===== src/rtl/register_pkg.sv =====
// rtl/register_pkg.sv - shared constants and types for the register4 shift-register family
package register_pkg;

    localparam int DEFAULT_WIDTH = 4;

    typedef enum logic [1:0] {
        IDLE   = 2'd0,
        DATA   = 2'd1,
        PARITY = 2'd2,
        STOP   = 2'd3
    } rx_state_t;

    localparam logic LSB_FIRST = 1'b0;
    localparam logic MSB_FIRST = 1'b1;

    // Position in the parallel word that the cnt-th serial data bit lands on.
    function automatic int bit_slot(input int cnt, input logic dir, input int width);
        return (dir == MSB_FIRST) ? (width - 1 - cnt) : cnt;
    endfunction

endpackage


===== src/rtl/frame_bit_counter.sv =====
// rtl/frame_bit_counter.sv - data-bit counter with clear, qualified increment and last-bit flag
module frame_bit_counter
    import register_pkg::*;
#(
    parameter int WIDTH = DEFAULT_WIDTH,
    parameter int CW    = $clog2(WIDTH + 1)
) (
    input  logic          clk,
    input  logic          rst_n,
    input  logic          clr,
    input  logic          enb,
    input  logic          inc,
    output logic [CW-1:0] cnt,
    output logic          term
);

    always_ff @(posedge clk or negedge rst_n) begin
        if (!rst_n) begin
            cnt <= '0;
        end else if (clr) begin
            cnt <= '0;
        end else if (enb && inc) begin
            cnt <= cnt + CW'(1);
        end
    end

    assign term = (cnt == CW'(WIDTH - 1));

endmodule


===== src/rtl/shift_frame_receiver.sv =====
// rtl/shift_frame_receiver.sv - framed serial receiver for the register4 S_OUT stream
module shift_frame_receiver
    import register_pkg::*;
#(
    parameter int WIDTH      = DEFAULT_WIDTH,
    parameter bit PARITY_ODD = 1'b0,
    parameter int CNT_W      = 8
) (
    input  logic             CLK,
    input  logic             RST_N,
    input  logic             ENB,
    input  logic             DIR,
    input  logic             S_IN,
    output logic [WIDTH-1:0] Q,
    output logic             VALID,
    output logic             PAR_ERR,
    output logic             FRM_ERR,
    output logic             BUSY,
    output logic [CNT_W-1:0] WORD_CNT
);

    localparam int CW = $clog2(WIDTH + 1);

    rx_state_t        state;
    rx_state_t        state_next;
    logic [CW-1:0]    cnt;
    logic             cnt_term;
    logic [WIDTH-1:0] shreg;
    logic             dir_q;
    logic             acc;
    logic             mismatch;

    logic             start_smp;
    logic             data_smp;
    logic             par_smp;
    logic             stop_smp;

    frame_bit_counter #(
        .WIDTH (WIDTH),
        .CW    (CW)
    ) u_bit_cnt (
        .clk   (CLK),
        .rst_n (RST_N),
        .clr   (start_smp),
        .enb   (ENB),
        .inc   (state == DATA),
        .cnt   (cnt),
        .term  (cnt_term)
    );

    always_comb begin
        state_next = state;
        start_smp  = 1'b0;
        data_smp   = 1'b0;
        par_smp    = 1'b0;
        stop_smp   = 1'b0;
        if (ENB) begin
            case (state)
                IDLE: begin
                    if (S_IN) begin
                        start_smp  = 1'b1;
                        state_next = DATA;
                    end
                end
                DATA: begin
                    data_smp = 1'b1;
                    if (cnt_term) begin
                        state_next = PARITY;
                    end
                end
                PARITY: begin
                    par_smp    = 1'b1;
                    state_next = STOP;
                end
                STOP: begin
                    // Always back to IDLE: a 1 here is a bad stop, never a new start.
                    stop_smp   = 1'b1;
                    state_next = IDLE;
                end
                default: state_next = IDLE;
            endcase
        end
    end

    always_ff @(posedge CLK or negedge RST_N) begin
        if (!RST_N) begin
            state    <= IDLE;
            BUSY     <= 1'b0;
            shreg    <= '0;
            dir_q    <= LSB_FIRST;
            acc      <= 1'b0;
            mismatch <= 1'b0;
            Q        <= '0;
            VALID    <= 1'b0;
            PAR_ERR  <= 1'b0;
            FRM_ERR  <= 1'b0;
            WORD_CNT <= '0;
        end else begin
            state   <= state_next;
            BUSY    <= (state_next != IDLE);
            VALID   <= 1'b0;
            PAR_ERR <= 1'b0;
            FRM_ERR <= 1'b0;

            if (start_smp) begin
                dir_q <= DIR;
                acc   <= 1'b0;
            end

            if (data_smp) begin
                for (int i = 0; i < WIDTH; i++) begin
                    if (i == bit_slot(int'(cnt), dir_q, WIDTH)) begin
                        shreg[i] <= S_IN;
                    end
                end
                acc <= acc ^ S_IN;
            end

            if (par_smp) begin
                mismatch <= ((acc ^ S_IN) != PARITY_ODD);
            end

            if (stop_smp) begin
                if (S_IN) begin
                    FRM_ERR <= 1'b1;
                end else if (mismatch) begin
                    PAR_ERR <= 1'b1;
                end else begin
                    Q        <= shreg;
                    VALID    <= 1'b1;
                    WORD_CNT <= WORD_CNT + CNT_W'(1);
                end
            end
        end
    end

endmodule

===== config.mk =====
export PLATFORM = sky130hd
export DESIGN_NAME = shift_frame_receiver
export DESIGN_NICKNAME = d
export VERILOG_FILES = /design/src/rtl/register_pkg.sv /design/src/rtl/frame_bit_counter.sv /design/src/rtl/shift_frame_receiver.sv
export SDC_FILE = /design/constraint.sdc
export NUM_CORES = 1
export LEC_CHECK = 0
export ABC_AREA = 0
export CORE_UTILIZATION = 45
export CTS_BUF_LIST = sky130_fd_sc_hd__clkbuf_4
export DETAILED_ROUTE_END_ITERATION = 12
export HOLD_SLACK_MARGIN = 0.1
export PLACE_DENSITY = 0.74
export SYNTH_ARGS = -nofsm -noshare
export SYNTH_HDL_FRONTEND = slang
export SYNTH_SLANG_ARGS = --single-unit

===== constraint.sdc =====
create_clock -name CLK -period 1.45 [get_ports CLK]
set_clock_uncertainty 0.1 [all_clocks]
set_input_delay 0.435 -clock CLK [delete_from_list [all_inputs] [get_ports CLK]]
set_output_delay 0.435 -clock CLK [all_outputs]
set_load 0.02 [all_outputs]

; ---- Word level (Yosys, flattened, before mapping)
; Index checks and enable logic that the tools add are counted.
[word_totals]
inputBits = 5
output_inout_bits = 16
word_cells = 64
register_bits = 28
[classes]
muxes = 25
n_bitwise = 3
n_reduce_logical = 11
addsub = 3
eq_ne = 7
[op_table]
columns = operator, count
row1 = $eq A3 B32 Y1 const A, 2
row2 = $eq A2 B32 Y1 const A, 1
row3 = $logic_not A32 Y1, 1
row4 = $mux W32, 1
row5 = $mux W1, 18
row6 = $add A8 B1 Y8 const B, 1
row7 = $pmux W2 S4, 1
row8 = $reduce_and A2 Y1, 4
row9 = $mux W2, 3
row10 = $mux W3, 2
row11 = $reduce_bool A2 Y1, 3
row12 = $eq A2 B2 Y1 const B, 2
row13 = $sub A2 B3 Y4 const A, 1
row14 = $add A3 B1 Y3 const B, 1
row15 = $eq A3 B2 Y1 const B, 1
row16 = $reduce_and A3 Y1, 1
row17 = $eq A2 B1 Y1 const B, 1
row18 = $logic_not A2 Y1, 1
row19 = $not A1 Y1, 2
row20 = $logic_and A1 B1 Y1, 1
row21 = $xor A1 B1 Y1, 1

; ---- Logic depth before layout (Yosys ltp)
; Gate-level depths: netlist of run 1.
[depth]
word_depth = 5
ltp_mapped = 5

; ---- Modules after synthesis
; A second synthesis of run 1 with hierarchy kept.
[unflattened]
hier_cells = 109
area_unflattened_um2 = 1305.0
[by_module_without_submodules]
columns = mod, seq_area_each_um2, area_per_inst_um2, cells_each, n_inst
row1 = shift_frame_receiver, 625.6, 1136.1, 94, 1
row2 = frame_bit_counter, 75.1, 168.9, 15, 1

; ---- Worst setup path before layout of run 1
; No wires, ideal clock.
[synth_timing]
kind = input port to flip-flop
start = in S_IN
end = reg Q[0]
arrival_time_ns = 1.340
path_stages = 4
setup_time_ns = 0.125
t_required_ns = 1.225
path_slack_ns = -0.115
cell_sequence = buf_2 > nand4b_4 > nor2_4 > mux2_2
[synth_between]
elab_chain_cells = 2
[synth_rtl]
columns = element, line
row1 = from (decl), shift_frame_receiver.sv:13  ; input logic S_IN,
row2 = $not A1 Y1 (no line), --
row3 = $reduce_and A3 Y1 (no line), --
row4 = to (signal assigned), shift_frame_receiver.sv:129  ; Q <= shreg;
row5 = to (decl), shift_frame_receiver.sv:14  ; output logic [WIDTH-1:0] Q,
; No other way between the ends.
; A chain may end at the register's enable or synchronous reset.

; ---- Final worst setup path of run 1
[layout_timing]
start = reg Q[3]
end = out Q[3]
; No word-level cell between the ends.

==> results of run 1 <==
synthesized netlist by cell type:
| cell | instances |
|---|---|
| dfrtp_1 | 28 |
| mux2_2 | 10 |
| xor2_1 | 8 |
| nand2_1 | 6 |
| nand3_1 | 5 |
| nor2_1 | 5 |
| o21ai_0 | 5 |
| inv_1 | 4 |
| nand3b_1 | 4 |
| nor3_1 | 4 |
| xnor2_1 | 4 |
| ha_1 | 3 |
| buf_2 | 2 |
| nand2b_1 | 2 |
| a21o_1 | 1 |
| a21oi_1 | 1 |
| a32o_1 | 1 |
| and4_1 | 1 |
| and4bb_4 | 1 |
| buf_4 | 1 |
| clkbuf_1 | 1 |
| clkbuf_2 | 1 |
| nand4_1 | 1 |
| nand4b_1 | 1 |
| nand4b_4 | 1 |
| nor2_4 | 1 |
| nor2b_1 | 1 |
| nor4_2 | 1 |
| o2111ai_1 | 1 |
| o2bb2ai_1 | 1 |
through the flow:
stage | hold WS, ns | setup TNS (ns)
2_1_floorplan | 0.03941 | -0.5404
3_5_place_dp | 0.4025 | -11.56
5_1_grt | 0.3483 | -0.01400
6_report | 0.3561 | 0
3_3_place_gp | 0.3933 | -10.91
4_1_cts | 0.3528 | 0
where the power goes:
part	internal, mW	total, mW	leakage [nW]	switching, mW
registers	0.999	1.20	0.351	0.199
logic	0.542	0.979	0.536	0.438
clock network	0.101	0.317	0.0154	0.216
cell usage in the layout (no fill, tap or decap), drive strengths merged, types with 2 or more instances in the layout:
cell and count:
clkbuf 3, o21ai 5, nand3 5, nand3b 4, buf 45, clkdlybuf4s50 2
mux2 10, inv 4, nor3 4, xnor2 4, nand2b 2, ha 3
nand4b 2, xor2 8, nand2 6, dfrtp 28, dlygate4sd2 2, nor2 6
what timing repair did:
action                                  4_1_cts  5_1_grt
pin swaps                                     1        0
setup buffers                                 1        5
endpoints found under the setup margin       35       22
resized for setup                            67       23
layer usage:
| metal | track usage (%) | routed length [um] | vias to the layer above | part of all wire [%] |
|---|---|---|---|---|
| li1 | - | - | 460 | - |
| met3 | 2.810 | 75 | 4 | 3.2 |
| met1 | 18.59 | 1023 | 430 | 44 |
| met2 | 31.15 | 1175 | 15 | 51 |
| met5 | 0 | 0 | - | 0 |
| met4 | 6.786 | 34 | 0 | 1.5 |
worst paths after layout:
kind / start / end / slack, ns / depth (start not counted)
setup / recovery: Q[3] / Q[3] / 0.03 / 1
hold / removal: RST_N / u_bit_cnt.cnt[1] / 0.36 / 2
setup reg to reg: state[0] / WORD_CNT[7] / 0.06 / 4
hold reg to reg: shreg[1] / Q[1] / 0.43 / 1
max in group asynchronous: RST_N / state[1] / 0.73 / 2
min in group CLK: shreg[1] / Q[1] / 0.43 / 1
logic make-up (layout without fill, tap and decap cells):
| logic type | Yosys count | in the layout |
|---|---|---|
| muxes | 10 | 10 |
| AOI/OAI and AO/OA | 10 | 10 |
| xor gates and xnor gates | 12 | 12 |
| adders and majority gates | 3 | 3 |
| buffers and inverters | 9 | 57 |
| and+or+nand+nor | 34 | 34 |
| DFF | 28 | 28 |
final cells by class:
cell class,instances,share of cell area [%]
timing repair buffer,49,23.57
inverter,4,0.8493
clock inverter,1,0.2123
sequential,28,39.84
multi-input combinational,69,32.06
tap,31,2.194
clock buffer,3,1.274
sequential cells by signal (all words and copies together), names as in the netlist:
register	count
PAR_ERR	1
BUSY	1
shreg	4
acc	1
WORD_CNT	8
u_bit_cnt.cnt	3
dir_q	1
VALID	1
FRM_ERR	1
Q	4
state	2
mismatch	1
==> run metrics, run 1 <==
CTS max path bufs 2; CP cell instances buf_2; vias in the first global route 992; GRT Util Overall 16.69%; area of the core 2734 um2; highest clock rate 706.2 MHz; final WL 2308 um; CTS tree done; DRT Pass-1 Iters 2; first-pass GRT wire length 4050 um; Top Ports 21; Post-Synth XOR/XNOR Area 8.179%; Post-DRT Antenna Nets 0; post-DP HPWL 1718 um; Yosys reg bits 28; crit path time final 1.416 ns; worst skew pair latency 0.32 ns; syn nets 114; CTS Buf Count 3; crit share post-route 97.66%; Routed WL per cell 12.48 um; status finished clean; top-area cell type share of the netlist area 54.53%; Fillers 220; Synth cell types 30; initial DRC count 10; Setup Viol. Count Final 0; Reg area 704.4 um2; Critical Path Sink Type output port; Max-slew headroom 75.61%; vias 909; WP data arrival 0.88 ns; clk sinks 28; crit-path max cell delay 0.40 ns; Max IR drop VDD 0.001262 V; Crit path required time 0.92 ns; CP Launch Type flip-flop; Critical Path Fanout Max 2; largest family of logic cells by synthesized area simple AND/OR/NAND/NOR gates; Overflow after GRT 0; Max Slew Vio Count 0; die area 3073 um2; Slew @ Worst Pin 0.3621 ns; register area share after synthesis 54.53%; clk slew on worst S/H paths 0.14 ns; area leader, netlist dfrtp_1; hold_buf cts 0; area of the multi-input gates 566.8 um2; area delta synth->final 37.59%; final hold vios 0; largest cells by area after synthesis dfrtp_1 55%, mux2_2 8.8%, xor2_1 5.5%, ha_1 2.9%, xnor2_1 2.7%; Die Y 55.44 um; initial core utilization 47.00%; Final Non-Filler Cells 185; placed cell areas 1714 um2; Ys Warns 0; Mapped Avg Cell Area 12.12 um2; worst setup margin 0.03396 ns; Root Driver clkbuf_4; MaxCap Viol Count 0; GPL Wtd Cong 0.7698; RSZ-0062 raised after global routing yes; # nets final 163; Die Wd 55.44 um; mux contribution to synthesized area 8.763%; Worst Hold Class input port to asynchronous set/reset pin; Synth Area in Adders 2.921%; Post-Synthesis Cells 106; Crit Path Class flip-flop to output port; Synth Area in Simple Gates 17.33%; pwr/cell area 1411 nW/um2; pre-CTS WS -0.5236 ns; leakage 0.9030 nW; Buf/Inv on CP 1; Top delay family on crit path flip-flops; row cnt 19; initial antenna violation count 0; Residual DRC 0; Final Cell Area 1768 um2; antenna diode count 0; placed cell count 175; cell area after synthesis 1285 um2; count of input and output buffers 20; H-tree levels 1; Finished Core Util 64.67%; cell at the slowest stage of the critical path dfrtp_1; Synth Area in Compound Gates 5.063%; Pwr Total 2.494 mW; largest net degree at the start of global routing 29; share of layout cells above drive strength 1 42.86%; vias per cell 4.914
Power figures use the tool's default switching activity.
==> inputs of run 2 (changes only) <==
Settings changed: PLACE_DENSITY 0.74 to 0.73.
==> run metrics, run 2 (synthesized netlist as in run 1, its figures left out) <==
crit-path max cell delay 0.48 ns; vias 960; clk sinks 28; CTS tree done; initial antenna violation count 0; # nets final 161; Max Slew Vio Count 0; flop2flop setup slack 0.004 ns; share of layout cells above drive strength 1 44.08%; highest clock rate 691.7 MHz; crit path time final 1.446 ns; status finished clean; initial core utilization 47.00%; Finished Core Util 65.86%; CP cell instances and4bb_4 -> nand3_1 -> mux2_2; Top delay family on crit path simple AND/OR/NAND/NOR gates; Die Y 55.44 um; Critical Path Sink Type flip-flop; cell at the slowest stage of the critical path dfrtp_2; Largest Register WORD_CNT; Max IR drop VDD 0.001064 V; Top Registers WORD_CNT x8, Q x4, shreg x4; worst skew pair latency 0.33 ns; Critical Path Fanout Max 6; Pwr Total 2.758 mW; Buf/Inv on CP 0; CP Launch Type flip-flop; max FFs per register 8; CTS Buf Count 3; area of the core 2734 um2; placed cell areas 1642 um2; H-tree levels 1; Worst Hold Class input port to asynchronous set/reset pin; Post-DRT Antenna Nets 0; first-pass GRT wire length 4202 um; antenna diode count 0; WP data arrival 1.59 ns; GRT Util Overall 17.67%; initial DRC count 14; leakage 0.8991 nW; Max-slew headroom 78.19%; Slew @ Worst Pin 0.3248 ns; Top Ports 21; count of input and output buffers 20; Crit path required time 1.59 ns; total negative setup slack 0 ns; clk slew on worst S/H paths 0.15 ns; Crit Path Class flip-flop to flip-flop; Root Driver clkbuf_4; Routed WL per cell 13.89 um; MaxCap Viol Count 0; most common cell after layout, fill and taps aside dfrtp_1; Overflow after GRT 0; crit share post-route 99.70%; RSZ-0062 raised after global routing yes; worst hold slack 0.3272 ns; row cnt 19; CTS max path bufs 2; vias in the first global route 953; final WL 2542 um; hold_buf cts 0; most frequent cells in the layout 25 x dfrtp_1, 23 x buf_4, 12 x buf_6; Final Cell Area 1800 um2; vias per cell 5.246; GPL Wtd Cong 0.7678; area delta synth->final 40.12%; Setup Viol. Count Final 0; die area 3073 um2; Die Wd 55.44 um; post-DP HPWL 1780 um; final hold vios 0; DRT Pass-1 Iters 4; Fillers 217; largest net degree at the start of global routing 29; Residual DRC 0; pwr/cell area 1532 nW/um2
run 2: changes by cell type in the layout (fill, tap and decap cells not counted), sizes merged:
| cell | change |
|---|---|
| clkinv | -1 |
| bufinv | +1 |
| buf | -2 |
run 2: power by group:
group	switching [mW]	leakage [nW]	internal, mW
Sequential	0.197	0.351	0.999
Combinational	0.490	0.520	0.556
Clock	0.235	0.0279	0.280
Total	0.923	0.899	1.84
run 2: final cells by class:
class                      count  area, um2  share of cell area [%]
sequential                    28      704.4                   39.12
multi-input combinational     69      590.6                   32.80
timing repair buffer          47      399.1                   22.17
tap                           31      38.79                   2.154
clock inverter                 1      30.03                   1.668
clock buffer                   3      22.52                   1.251
inverter                       4      15.01                  0.8339
run 2: timing repair:
action	4_1_cts	5_1_grt
gates resized for setup	71	27
pin swaps	2	5
endpoints found under the setup margin	35	21
hold endpoints to repair	0	0
setup buffers	8	5
run 2: worst paths after layout:
check,start,endpoint,cells after the start
setup / recovery,state[1],shreg[2],3
hold / removal,RST_N,WORD_CNT[7],2
setup reg to reg,state[1],shreg[2],3
hold reg to reg,shreg[0],Q[0],1
max in group asynchronous,RST_N,state[1],2
min in group CLK,shreg[0],Q[0],1
run 2: layer usage:
layer	up-vias	part of all wire (%)	track usage, %
met5	-	0	0
met3	4	3.4	3.513
li1	463	-	-
met4	0	1.3	7.500
met2	17	53	31.33
met1	476	42	20.68
run 2: metrics by stage:
stage	instances	worst slack, ns
global placement	167	-0.5306
detailed placement	167	-0.5766
global route	183	-0.04043
finish	183	0.004326
floorplan	106	-0.1081
CTS	179	0.004885
run 2: worst reg2reg max path: cells and delay by family, from the launching register on:
kind          cells  cell delay [ns]
flops             1             0.48
mux               1             0.28
simple gates      2             0.49
==> inputs of run 3 (changes only) <==
Settings changed: CORE_UTILIZATION 45 to 50, GPL_TIMING_DRIVEN set to 1, PLACE_DENSITY 0.73 to 0.76.
Clock period 1.45 ns to 1.73 ns, I/O delays scaled along.
==> run metrics, run 3 (synthesized netlist as in run 1, its figures left out) <==
status finished clean; hold_buf cts 0; total negative setup slack 0 ns; H-tree levels 1; Residual DRC 0; Top Registers WORD_CNT x8, Q x4, shreg x4; Overflow after GRT 0; placed cell areas 1607 um2; Die Wd 52.70 um; clk sinks 28; CTS tree done; MaxCap Viol Count 0; Crit path required time 1.88 ns; Die Y 52.70 um; final WL 2147 um; highest clock rate 592.4 MHz; Reg area 700.7 um2; Slew @ Worst Pin 0.3383 ns; flop2flop setup slack 0.22 ns; Max IR drop VDD 0.0009795 V; initial antenna violation count 0; Max-slew headroom 77.21%; clk slew on worst S/H paths 0.14 ns; Final Cell Area 1607 um2; RSZ-0062 raised after global routing no; crit path time final 1.688 ns; Reg-to-Reg End WORD_CNT[7]; R2R cell count 4; antenna diode count 0; vias per cell 5.323; area of the multi-input gates 543.0 um2; area delta synth->final 25.02%; Fillers 202; count of input and output buffers 20; placed cell count 164; first-pass GRT wire length 3470 um; initial DRC count 5; Root Driver clkbuf_4; DRT Pass-1 Iters 4; Worst Hold Class flip-flop to flip-flop; post-DP HPWL 1648 um; leakage 0.8198 nW; Max Slew Vio Count 0; Critical Path Fanout Max 7; pwr/cell area 1219 nW/um2; WP data arrival 1.83 ns; vias 889; final hold vios 0; max FFs per register 8; Critical Path Sink Type flip-flop; post_cts resized 17; crit share post-route 97.57%; worst skew pair latency 0.31 ns; Top Ports 21; worst hold path startpoint WORD_CNT[7]; hold worst-path end WORD_CNT[7]; most common cell after layout, fill and taps aside dfrtp_1; CTS Buf Count 3; die area 2777 um2; hold path cells 1; Finished Core Util 65.44%; share of layout cells above drive strength 1 22.63%; area of the core 2455 um2; CTS max path bufs 2; setup bufs post-CTS 0; vias in the first global route 842; Critical R2R Launch state[1]; Post-DRT Antenna Nets 0; Final Non-Filler Cells 167; largest net degree at the start of global routing 29; Largest Register WORD_CNT; Crit Path Class input port to flip-flop; Setup Viol. Count Final 0; GRT Util Overall 17.08%; initial core utilization 52.34%; row cnt 18; # nets final 147; Routed WL per cell 12.86 um; GPL Wtd Cong 0.7378; CP Launch Type input port; most frequent cells in the layout 28 x dfrtp_1, 14 x dlygate4sd2_1, 12 x buf_4
## run 3: cell types whose count changed in the layout (fill, tap and decap cells not counted), sizes merged
cell           delta
clkdlybuf4s15     +2
buf              -30
clkbuf            +1
bufinv            -1
dlygate4sd2      +12
clkdlybuf4s50     +1
## run 3: where the power goes
| part | internal, mW | total (mW) | switching (mW) |
|---|---|---|---|
| clock | 0.0811 | 0.251 | 0.170 |
| sequential | 0.830 | 1.00 | 0.172 |
| combinational | 0.369 | 0.706 | 0.337 |
| total | 1.28 | 1.96 | 0.678 |
## run 3: stage by stage
step	hold WS (ns)	worst slack, ns	power (mW)
final	0.3675	0.04199	1.958
after global routing	0.3856	0.0001659	2.107
after CTS	0.3750	0.01147	1.981
after detailed placement	0.3568	-0.3627	1.765
after global placement	0.3561	-0.3292	1.725
after floorplan	0.1234	0.08141	1.495
## run 3: layout make-up
cell class,instances,share of cell area (%)
Inverter,4,0.9346
Timing Repair Buffer,33,17.91
Tap cell,30,2.336
Multi-Input combinational cell,69,33.80
Clock buffer,3,1.402
Sequential cell,28,43.61
## run 3: layer usage
layer | GRT usage (%) | wire (um) | up-vias
met4 | 3.947 | 14 | 0
li1 | - | - | 431
met1 | 20.78 | 924 | 441
met2 | 30.38 | 1143 | 15
met5 | 0 | 0 | -
met3 | 3.768 | 64 | 2
## run 3: worst max-delay path by stage
stage	start	endpoint	slack (ns)
after floorplan	S_IN	Q[0]	0.08
after global placement	ENB	shreg[1]	-0.33
after detailed placement	ENB	shreg[3]	-0.36
after CTS	WORD_CNT[4]	WORD_CNT[4]	0.01
after global routing	WORD_CNT[1]	WORD_CNT[1]	0.0002
final	S_IN	WORD_CNT[7]	0.04
## run 3: worst max-delay path, cell delays in order
cell and delay, ns:
clkdlybuf4s50_1 0.46, nand4b_4 0.21, buf_4 0.18, nor4_2 0.30, xor2_1 0.17
